### config.mk
export PLATFORM = sky130hd
export DESIGN_NAME = inst_fetch
export DESIGN_NICKNAME = d
export VERILOG_FILES = /design/src/rtl/cpu_pkg.sv /design/src/rtl/inst_fetch.sv
export SDC_FILE = /design/constraint.sdc
export NUM_CORES = 1
export LEC_CHECK = 0
export CAP_MARGIN = 5
export CORE_ASPECT_RATIO = 0.8
export CORE_MARGIN = 10
export CORE_UTILIZATION = 42
export CTS_CLUSTER_DIAMETER = 120
export DETAILED_ROUTE_END_ITERATION = 16
export PLACE_DENSITY_LB_ADDON = 0.12
export SETUP_SLACK_MARGIN = 0.1
export SYNTH_ARGS = -nofsm -noshare
export SYNTH_HDL_FRONTEND = slang
export SYNTH_SLANG_ARGS = --single-unit
### constraint.sdc
create_clock -name Clk -period 1.7 [get_ports Clk]
set_input_delay 0.51 -clock Clk [delete_from_list [all_inputs] [get_ports Clk]]
set_output_delay 0.51 -clock Clk [all_outputs]
set_load 0.02 [all_outputs]
### src/rtl/cpu_pkg.sv
// Shared CPU types: address/instruction widths, their typedefs and the fetch state encoding.
package cpu_pkg;

    localparam int unsigned ADDR_W = 8;
    localparam int unsigned INST_W = 9;

    typedef logic [ADDR_W-1:0] addr_t;
    typedef logic [INST_W-1:0] inst_t;

    typedef enum logic [1:0] {
        IDLE   = 2'd0,
        FETCH  = 2'd1,
        HALTED = 2'd2
    } fetch_state_t;

    // Sequential PC advance; wraps naturally at 2^ADDR_W.
    function automatic addr_t next_pc(input addr_t pc);
        return pc + addr_t'(1);
    endfunction

endpackage

### src/rtl/inst_fetch.sv
// Instruction fetch unit: owns the PC, drives the combinational ROM and hands a
// registered instruction stream to decode over a valid/ready handshake.
module inst_fetch
    import cpu_pkg::*;
#(
    parameter addr_t       RESET_PC = '0,
    parameter int unsigned CNT_W    = 16
) (
    input  logic              Clk,
    input  logic              Reset_n,
    input  logic              Start,
    input  logic [ADDR_W-1:0] StartAddr,
    output logic [ADDR_W-1:0] Address,
    input  logic [INST_W-1:0] Instruction,
    output logic [INST_W-1:0] InstOut,
    output logic              InstValid,
    input  logic              InstReady,
    output logic [ADDR_W-1:0] InstPC,
    input  logic              BranchTaken,
    input  logic [ADDR_W-1:0] BranchTarget,
    input  logic              Halt,
    output logic              Done,
    output logic [CNT_W-1:0]  InstCount
);

    localparam logic [CNT_W-1:0] CNT_MAX = '1;

    fetch_state_t state;
    addr_t        pc;
    logic         xfer;

    assign Address = pc;
    assign xfer    = InstValid && InstReady;

    // Fetch FSM with PC, output register and retired-instruction counter.
    always_ff @(posedge Clk or negedge Reset_n) begin
        if (!Reset_n) begin
            state     <= IDLE;
            pc        <= RESET_PC;
            InstOut   <= '0;
            InstPC    <= '0;
            InstValid <= 1'b0;
            Done      <= 1'b0;
            InstCount <= '0;
        end else begin
            unique case (state)
                IDLE: begin
                    if (Start) begin
                        pc        <= StartAddr;
                        InstCount <= '0;
                        state     <= FETCH;
                    end
                end
                FETCH: begin
                    if (Halt) begin
                        // The instruction handed over in the halt cycle still retires.
                        if (xfer && InstCount != CNT_MAX) begin
                            InstCount <= InstCount + CNT_W'(1);
                        end
                        InstValid <= 1'b0;
                        Done      <= 1'b1;
                        state     <= HALTED;
                    end else if (BranchTaken) begin
                        pc        <= BranchTarget;
                        InstValid <= 1'b0;
                    end else if (!InstValid || InstReady) begin
                        if (xfer && InstCount != CNT_MAX) begin
                            InstCount <= InstCount + CNT_W'(1);
                        end
                        InstOut   <= Instruction;
                        InstPC    <= pc;
                        InstValid <= 1'b1;
                        pc        <= next_pc(pc);
                    end
                end
                HALTED: begin
                    if (Start) begin
                        pc        <= StartAddr;
                        Done      <= 1'b0;
                        InstCount <= '0;
                        state     <= FETCH;
                    end
                end
                default: state <= IDLE;
            endcase
        end
    end

endmodule
* Word-level counts from Yosys, hierarchy flattened
Index checks and enable logic that the tools add are counted. W data, S select, Z words.
Word-level totals: register bits 45, bits of input ports 31, output and inout bits 43, logic and storage cells 56
Operators by class: $add $sub $neg 2, eq/ne operators 10, mux-type cells 20, bitwise gates (word level) 2, reduce and logical (&&, ||, !) cells 15
Operators by type and width (count):
- $mux W16 | 5
- $mux W8 | 4
- $pmux W16 S2 | 1
- $add A16 B1 Y16 const B | 1
- $ne A16 B16 Y1 const B | 1
- $pmux W8 S2 | 1
- $reduce_and A4 Y1 | 3
- $ne A3 B3 Y1 const B | 3
- $add A8 B1 Y8 const B | 1
- $ne A2 B2 Y1 const B | 3
- $mux W1 | 5
- $mux W2 | 2
- $pmux W2 S2 | 1
- $reduce_and A2 Y1 | 2
- $reduce_bool A2 Y1 | 2
- $reduce_and A3 Y1 | 1
- $reduce_bool A3 Y1 | 1
- $eq A2 B1 Y1 const B | 1
- $eq A2 B2 Y1 const B | 1
- $logic_and A1 B1 Y1 | 2
- $logic_not A2 Y1 | 1
- $ne A2 B1 Y1 const B | 1
- $not A1 Y1 | 2
- $pmux W1 S2 | 1
- other kinds (3) | 3

* Depth between registers and ports, before layout
Gate-level depths: netlist (run 1).
depth in word-level cells 7, depth in mapped cells 7, gate-level depth less buffers 6

* Worst setup path after synthesis (run 1)
OpenSTA, ideal clock, no wires.
path type flip-flop to flip-flop, start register InstCount[0], end register InstCount[8], setup time 0.121 ns, arrival time 1.911 ns, required time 1.579 ns, slack -0.332 ns, stages on the path, launching flop included 8, buffers on the path 1, period minus slack after synthesis 2.032 ns, cells stage by stage dfrtp_1 > ha_1 > nand3_1 > nor4_4 > or2_1 > buf_4 > nor2_1 > a22o_1
On the way: cells in the longest elaborated chain, start to end 7, elaborated cells between the ends (all ways) 8, classes of those cells add/sub (1); eq/ne (1); mux (5); reduce/logical (1)
RTL lines:
- from (decl) | RTL line inst_fetch.sv:23 | output logic [CNT_W-1:0] InstCount
- from (signal assigned) | RTL line inst_fetch.sv:58 | InstCount <= InstCount + CNT_W'(1);
- from (signal assigned) | RTL line inst_fetch.sv:68 | InstCount <= InstCount + CNT_W'(1);
- parallel branches: the longest is 2 deep, another holds $add A16 B1 Y16
- $mux W16 (*) | RTL line inst_fetch.sv:57, inst_fetch.sv:67
- $mux W16 | RTL line inst_fetch.sv:66 | end else if (!InstValid || InstReady) begin
- $mux W16 | RTL line inst_fetch.sv:63 | end else if (BranchTaken) begin
- $mux W16 (*) | RTL line inst_fetch.sv:55 | if (Halt) begin
- $pmux W16 S2 (*) | RTL line inst_fetch.sv:46 | unique case (state)
Mark *: on every way between the ends. The select of a mux whose other input is x is not followed. A chain may end at the register's enable or synchronous reset.

* Worst setup path in the final report (run 1)
start register state[1], end register InstCount[14]
On the way: cells in the longest elaborated chain, start to end 4, elaborated cells between the ends (all ways) 10, classes of those cells eq/ne (5); mux (1); reduce/logical (4)
RTL lines:
- from (decl) | RTL line inst_fetch.sv:28 | fetch_state_t state;
- from (signal assigned) | RTL line inst_fetch.sv:38 | state <= IDLE;
- from (signal assigned) | RTL line inst_fetch.sv:51 | state <= FETCH;
- from (signal assigned) | RTL line inst_fetch.sv:62 | state <= HALTED;
- $eq A2 B2 Y1 / $logic_not A2 Y1 (equally long branches) | RTL line inst_fetch.sv:46
- $reduce_or A2 Y1 (no source line)
- $ne A2 B1 Y1 (no source line) / $reduce_bool A2 Y1 (equally long branches)
- $reduce_and A4 Y1 (no source line)
Several ways; a longest one is shown, not always the timed one.

==> flow_summary.toml, run 1 <==
[status]
outcome = "complete, no violations"

[logic_synthesis]
synth_area_per_cell_sq_um = 10.4
synth-main-ff-cell = "dfrtp_1"
yosysTopAreaCell = "dfrtp_1"
syn_inst = 220
async_reset_ff_frac = 1.00
synth_area_sq_um = 2280
seq_area_frac_synth = 0.493
synth_common_cells = "dfrtp_1 (45), nand2_1 (24), nor2_1 (20)"
ys_warn_count = 0
synth_most_common_cell = "dfrtp_1"
synth_top_area_share = 0.493
syn-num-nets = 253
synth-edff-count = 0
synth-seq-cells = 45
synth_cell_types = 41
synth_area_leaders = "dfrtp_1 (49%), mux2_2 (8.4%), nand2_1 (3.9%)"

[clock_network]
clockBufferDepth = 2
numCtsBuffers = 5
cts_hold_buf = 0
clkLatencyLatePin_ns = 0.31
cts_tree = "done"
clock-sinks = 45
clkTransAtPathRegs_ns = 0.09
cts-root-buf = "clkbuf_8"
htree_levels = 2

[global_route]
grt_pass1_wl_um = 11100
grt_max_degree = 25
gr-usage-met2 = 0.256
met1_usage = 0.196
grtUsageTotal = 0.157
grt_pass1_vias = 2224
antenna_found_initial = 0
grt.busiest_layer = "met2"
gr-total-overflow = 0
grt_use_met3 = 0.0449

[drt]
dr_total_vias = 2118
wl_per_cell_um = 17.3
first_pass_iters = 6
wirelength_um = 6890
viasPerCell = 5.31
first_iter_violations = 105
ant_nets = 0
drc = 0

[timing]
slew_violations = 0
setup_viol = 0
slew_headroom = 0.678
setup_tns_ns = 0
fin_crit_sh = 0.989
max_freq_mhz = 595
post-route-min-period_ns = 1.68
rsz0062_at_grt = "yes"
hold_viol = 0
tightestPinTransition_ns = 0.481
finalClockSkew_ns = 0.00913
whs_ns = 0.106

[finish]
layout-drive-gt1-share = 0.395
fillers = 369
final_cells = 399
nets = 369
design_area_sq_um = 3750
syn_to_final_growth_pct = 64.4
antenna_cells = 0

[power]
clkPwrFrac = 0.183
p_comb_frac = 0.466
netSwitchingFraction = 0.376
seq_power_share = 0.351
p_int_mw = 2.83
vdd_drop_max_uv = 950
p_leak_nw = 1.65
power_density_nw_per_um2 = 1210
p_switching_mw = 1.70

[worst_setup_path]
required_ns = 1.89
critPathCaptureType = "flip-flop"
crit_fanout = 4
setup.worst_path.start_class = "flip-flop"
critPathKind = "reg -> reg"
crit_arrival_ns = 1.87

[floorplanning]
die-area_sq_um = 8800
io_pins = 74
initial_core_util = 0.446
core-area_sq_um = 5120
rows = 23
die-width_um = 102
die_h_um = 86.0

[place]
dp_cells = 381
place_area_sq_um = 3420
dpl.hpwl_um = 4920
place_congestion = 0.813
port_buffers = 73

[flow_run]
max_cap_violations = 0

[worst_hold_path]
hp-class = "in -> async"
[routing by layer]
metal | vias up | share of wire | wire length, um
met4 | 0 | 0.0055 | 38
met1 | 1031 | 0.44 | 3060
li1 | 1023 | - | -
met3 | 6 | 0.058 | 402
met5 | - | 0 | 0
met2 | 58 | 0.49 | 3390
[layout make-up]
type / count / area [sq um] / share of cell area
Tap cell: 62 / 77.6 / 0.0207
Sequential cell: 45 / 1150 / 0.306
Inverter: 3 / 11.3 / 0.00300
Timing Repair Buffer: 118 / 1080 / 0.287
Clock inverter: 3 / 46.3 / 0.0123
Clock buffer: 5 / 68.8 / 0.0183
Multi-Input combinational cell: 163 / 1330 / 0.353
[cells in the final DEF (no fill, tap or decap), types with 4 or more instances in the layout]
master           Yosys  layout
clkbuf_2             0       5
o21ai_1              2       4
o21ai_0              7       4
dfrtp_2              0      17
clkdlybuf4s15_2      0       5
nand2_2              0       5
mux2i_1              6       6
dlygate4sd2_1        0      31
nand4_1              4       4
buf_4                1      35
nand3_1              9       7
mux2_2              17      17
clkdlybuf4s50_1      0      25
xnor2_1              7       7
clkdlybuf4s15_1      0       4
clkbuf_8             0       5
nor2_1              20      19
o211ai_1             7       7
nor4_4               1       6
dfrtp_1             45      28
nand2_1             24      19
buf_6                0       5
nand2b_1            12       9
xor2_1               5       5
a21oi_1              5       5
[power by group through the flow]
stage	Clock, mW	Sequential, mW	Combinational (mW)
floorplan	0	2.07	0.629
global placement	0	1.59	2.21
detailed placement	0	1.62	2.25
CTS	0.853	1.59	2.06
global route	0.886	1.65	2.30
finish	0.830	1.59	2.11
[logic make-up (layout without fill, tap and decap cells)]
group                    count (synthesis)  after routing  synth area share
AND/OR/NAND/NOR                         91             91             0.215
flip-flops                              45             45             0.493
AO/OA/AOI/OAI                           34             34            0.0970
multiplexers                            24             24             0.115
XOR/XNOR                                12             12            0.0460
buffers and inverters                   12            129            0.0230
adder cells (fa/ha/maj)                  2              2            0.0110
[stage by stage]
step	power, mW	setup slack [ns]	util
finish	4.54	0.0194	0.733
global route	4.83	-0.0573	0.733
CTS	4.50	-0.00573	0.721
detailed placement	3.86	-0.599	0.667
global placement	3.81	-0.574	0.667
floorplan	2.70	-0.0575	-
[worst max-delay path: stages (launching register included)]
cell and delay [ns]:
dfrtp_1 0.41, nand2b_4 0.17, a211o_4 0.31, or3_4 0.37
o311ai_2 0.21, o31ai_1 0.10
[flip-flops by register name, summed over array words and instances, names as in the netlist]
name	flops
InstCount	16
InstOut	9
Address	8
InstPC	8
state	2
Done	1
InstValid	1
[repair_timing]
action                                  in CTS  in global routing
resized for setup                           99                 23
setup buffers                                7                  2
gates cloned                                 0                  1
pin swaps                                   10                  7
endpoints found under the setup margin      83                 32
[worst paths after layout]
kind                       startpoint             to  slack, ns  cells past startpoint
max                          state[1]  InstCount[14]       0.02                      5
min                           Reset_n     InstOut[2]       0.11                      1
max reg2reg                  state[1]  InstCount[14]       0.02                      5
min reg2reg                 InstPC[0]      InstPC[0]       0.50                      2
max in group asynchronous     Reset_n       state[0]       1.14                      2
min in group Clk            InstPC[0]      InstPC[0]       0.50                      2
(Power assumes the default switching activity.)
==> run 2, diff against run 1 <==
--- a/config.mk
+++ b/config.mk
@@ -8,7 +8,7 @@
 export CAP_MARGIN = 5
 export CORE_ASPECT_RATIO = 0.8
 export CORE_MARGIN = 10
-export CORE_UTILIZATION = 42
+export CORE_UTILIZATION = 50
 export CTS_CLUSTER_DIAMETER = 120
 export DETAILED_ROUTE_END_ITERATION = 16
 export PLACE_DENSITY_LB_ADDON = 0.12
==> constraint.sdc (replaced) <==
create_clock -name Clk -period 2.1 [get_ports Clk]
set_input_delay 0.63 -clock Clk [delete_from_list [all_inputs] [get_ports Clk]]
set_output_delay 0.63 -clock Clk [all_outputs]
set_load 0.02 [all_outputs]
==> run 2 against run 1 <==
Against the previous run:
- clock power down 23%
- register-to-register slack better by 0.14 ns
- flip-flop and latch count unchanged
- global-route usage up 1.0 points
- routed wire length down 8.4%
- final cell count down 8.0%
- first-iteration DRC count up 46%
- largest power group unchanged
- highest routed layer unchanged
==> flow_summary.toml, run 2 (same netlist as run 1, synthesis figures left out) <==
[status]
outcome = "complete, no violations"

[finish]
mostFrequentLayoutCells = "clkdlybuf4s50_1 (50), dfrtp_1 (44), nand2_1 (24)"
antenna_cells = 0
largest-register = "InstCount"
largest_register_ffs = 16
design_area_sq_um = 3350
nets = 343
final_common_cell = "clkdlybuf4s50_1"
layout-drive-gt1-share = 0.181
syn_to_final_growth_pct = 46.9
largestRegisters = "InstCount: 16 flops, InstOut: 9 flops"

[worst_setup_path]
crit_arrival_ns = 1.33
worstReg2RegEnd = "InstCount[14]"
r2r_cells = 6
path_buf_inv = 1
required_ns = 1.47
reg2reg_slack_ns = 0.16
crit_family = "buffers and inverters"
crit_fanout = 3
cpMaxStageDelayCell = "clkdlybuf4s50_1"
critPathCaptureType = "output pin"
r2r-start = "InstCount[1]"
cp_cell_sequence = "clkdlybuf4s50_1"
cp-startpoint = "InstCount[11]"
critPathKind = "reg -> out"
cpPeakStageDelay_ns = 0.63
setup.worst_path.start_class = "flip-flop"
crit_cells = 1
endpoint = "InstCount[11]"

[floorplanning]
die_h_um = 80.4
die-area_sq_um = 7690
die-width_um = 95.6
initial_core_util = 0.533
io_pins = 74
rows = 21
core-area_sq_um = 4280

[place]
place_area_sq_um = 3210
port_buffers = 73
dpl.hpwl_um = 4750
place_congestion = 0.817

[drt]
dr_total_vias = 2009
wirelength_um = 6310
wl_per_cell_um = 17.2
ant_nets = 0
first_iter_violations = 153
drc = 0
viasPerCell = 5.47
first_pass_iters = 4

[global_route]
grt_use_met3 = 0.0483
grt.busiest_layer = "met2"
gr-usage-met2 = 0.270
grt_pass1_wl_um = 10200
grt_max_degree = 26
met1_usage = 0.212
gr-total-overflow = 0
grtUsageTotal = 0.167
grt_pass1_vias = 1947
antenna_found_initial = 0

[timing]
slew_violations = 0
post-route-min-period_ns = 1.96
hold_viol = 0
finalClockSkew_ns = 0.00511
whs_ns = 0.285
rsz0062_at_grt = "no"
setup_viol = 0
fin_crit_sh = 0.934
slew_headroom = 0.672
max_freq_mhz = 510
tightestPinTransition_ns = 0.492

[clock_network]
clock-sinks = 45
clockBufferDepth = 2
post_cts_buffers = 0
clkTransAtPathRegs_ns = 0.08
cts_tree = "done"
cts_hold_buf = 0
numCtsBuffers = 5
htree_levels = 2
cts-root-buf = "clkbuf_8"
clkLatencyLatePin_ns = 0.30

[power]
clkPwrFrac = 0.176
power_density_nw_per_um2 = 1080
vdd_drop_max_uv = 856
netSwitchingFraction = 0.363
p_comb_frac = 0.455
p_leak_nw = 1.53
seq_power_share = 0.368
p_switching_mw = 1.32
p_int_mw = 2.30

[flow_run]
max_cap_violations = 0

[worst_hold_path]
hp-class = "in -> async"
## run 2: how the worst min path moves through the flow
stage,startpoint,to,slack (ns)
finish,Reset_n,InstPC[4],0.29
global route,Reset_n,InstOut[5],0.31
CTS,Reset_n,InstPC[0],0.29
detailed placement,InstOut[0],InstOut[0],0.49
global placement,InstPC[0],InstPC[0],0.46
floorplan,Reset_n,Address[0],0.33
## run 2: what timing repair did
item / 4_1_cts / 5_1_grt
endpoints found under the setup margin: 29 / 32
pin swaps: 2 / 3
gates resized for setup: 23 / 8
hold endpoints to repair: 0 / 0
## run 2: routing by layer
| layer | part of all wire | vias up | routed length, um |
|---|---|---|---|
| li1 | - | 968 | - |
| met1 | 0.42 | 959 | 2620 |
| met2 | 0.49 | 74 | 3060 |
| met3 | 0.087 | 8 | 547 |
| met4 | 0.012 | 0 | 76 |
| met5 | 0 | - | 0 |
## run 2: metrics by stage
stage                     worst slack [ns]  setup TNS [ns]  cells   util  power (mW)
after floorplan                      0.103               0    220      -        2.17
after global placement              -0.330           -5.51    360  0.749        2.99
after detailed placement            -0.463           -5.99    360  0.749        3.04
after CTS                           0.0454               0    367  0.777        3.65
after global routing                 0.104               0    367  0.783        3.83
final                                0.139               0    367  0.783        3.62
## run 2: area by class of cell
class	count	area, sq um
Fill cell	299	928
Sequential cell	45	1130
Multi-Input combinational cell	163	1150
Inverter	3	11.3
Clock inverter	2	35.0
Timing Repair Buffer	92	892
Tap cell	57	71.3
Clock buffer	5	68.8
## run 2: power groups by stage
stage | clock network, mW | logic (mW) | registers [mW]
2_1_floorplan | 0 | 0.499 | 1.67
3_3_place_gp | 0 | 1.65 | 1.33
3_5_place_dp | 0 | 1.69 | 1.35
4_1_cts | 0.645 | 1.67 | 1.33
5_1_grt | 0.688 | 1.77 | 1.37
6_report | 0.638 | 1.65 | 1.33
==> run 3, diff against run 2 <==
--- a/config.mk
+++ b/config.mk
@@ -9,10 +9,11 @@
 export CORE_ASPECT_RATIO = 0.8
 export CORE_MARGIN = 10
 export CORE_UTILIZATION = 50
-export CTS_CLUSTER_DIAMETER = 120
+export CTS_CLUSTER_DIAMETER = 40
 export DETAILED_ROUTE_END_ITERATION = 16
 export PLACE_DENSITY_LB_ADDON = 0.12
 export SETUP_SLACK_MARGIN = 0.1
+export SLEW_MARGIN = 20
 export SYNTH_ARGS = -nofsm -noshare
 export SYNTH_HDL_FRONTEND = slang
 export SYNTH_SLANG_ARGS = --single-unit
==> results of run 3 <==
Final layout, timing and power as in run 2 (identical DEF).
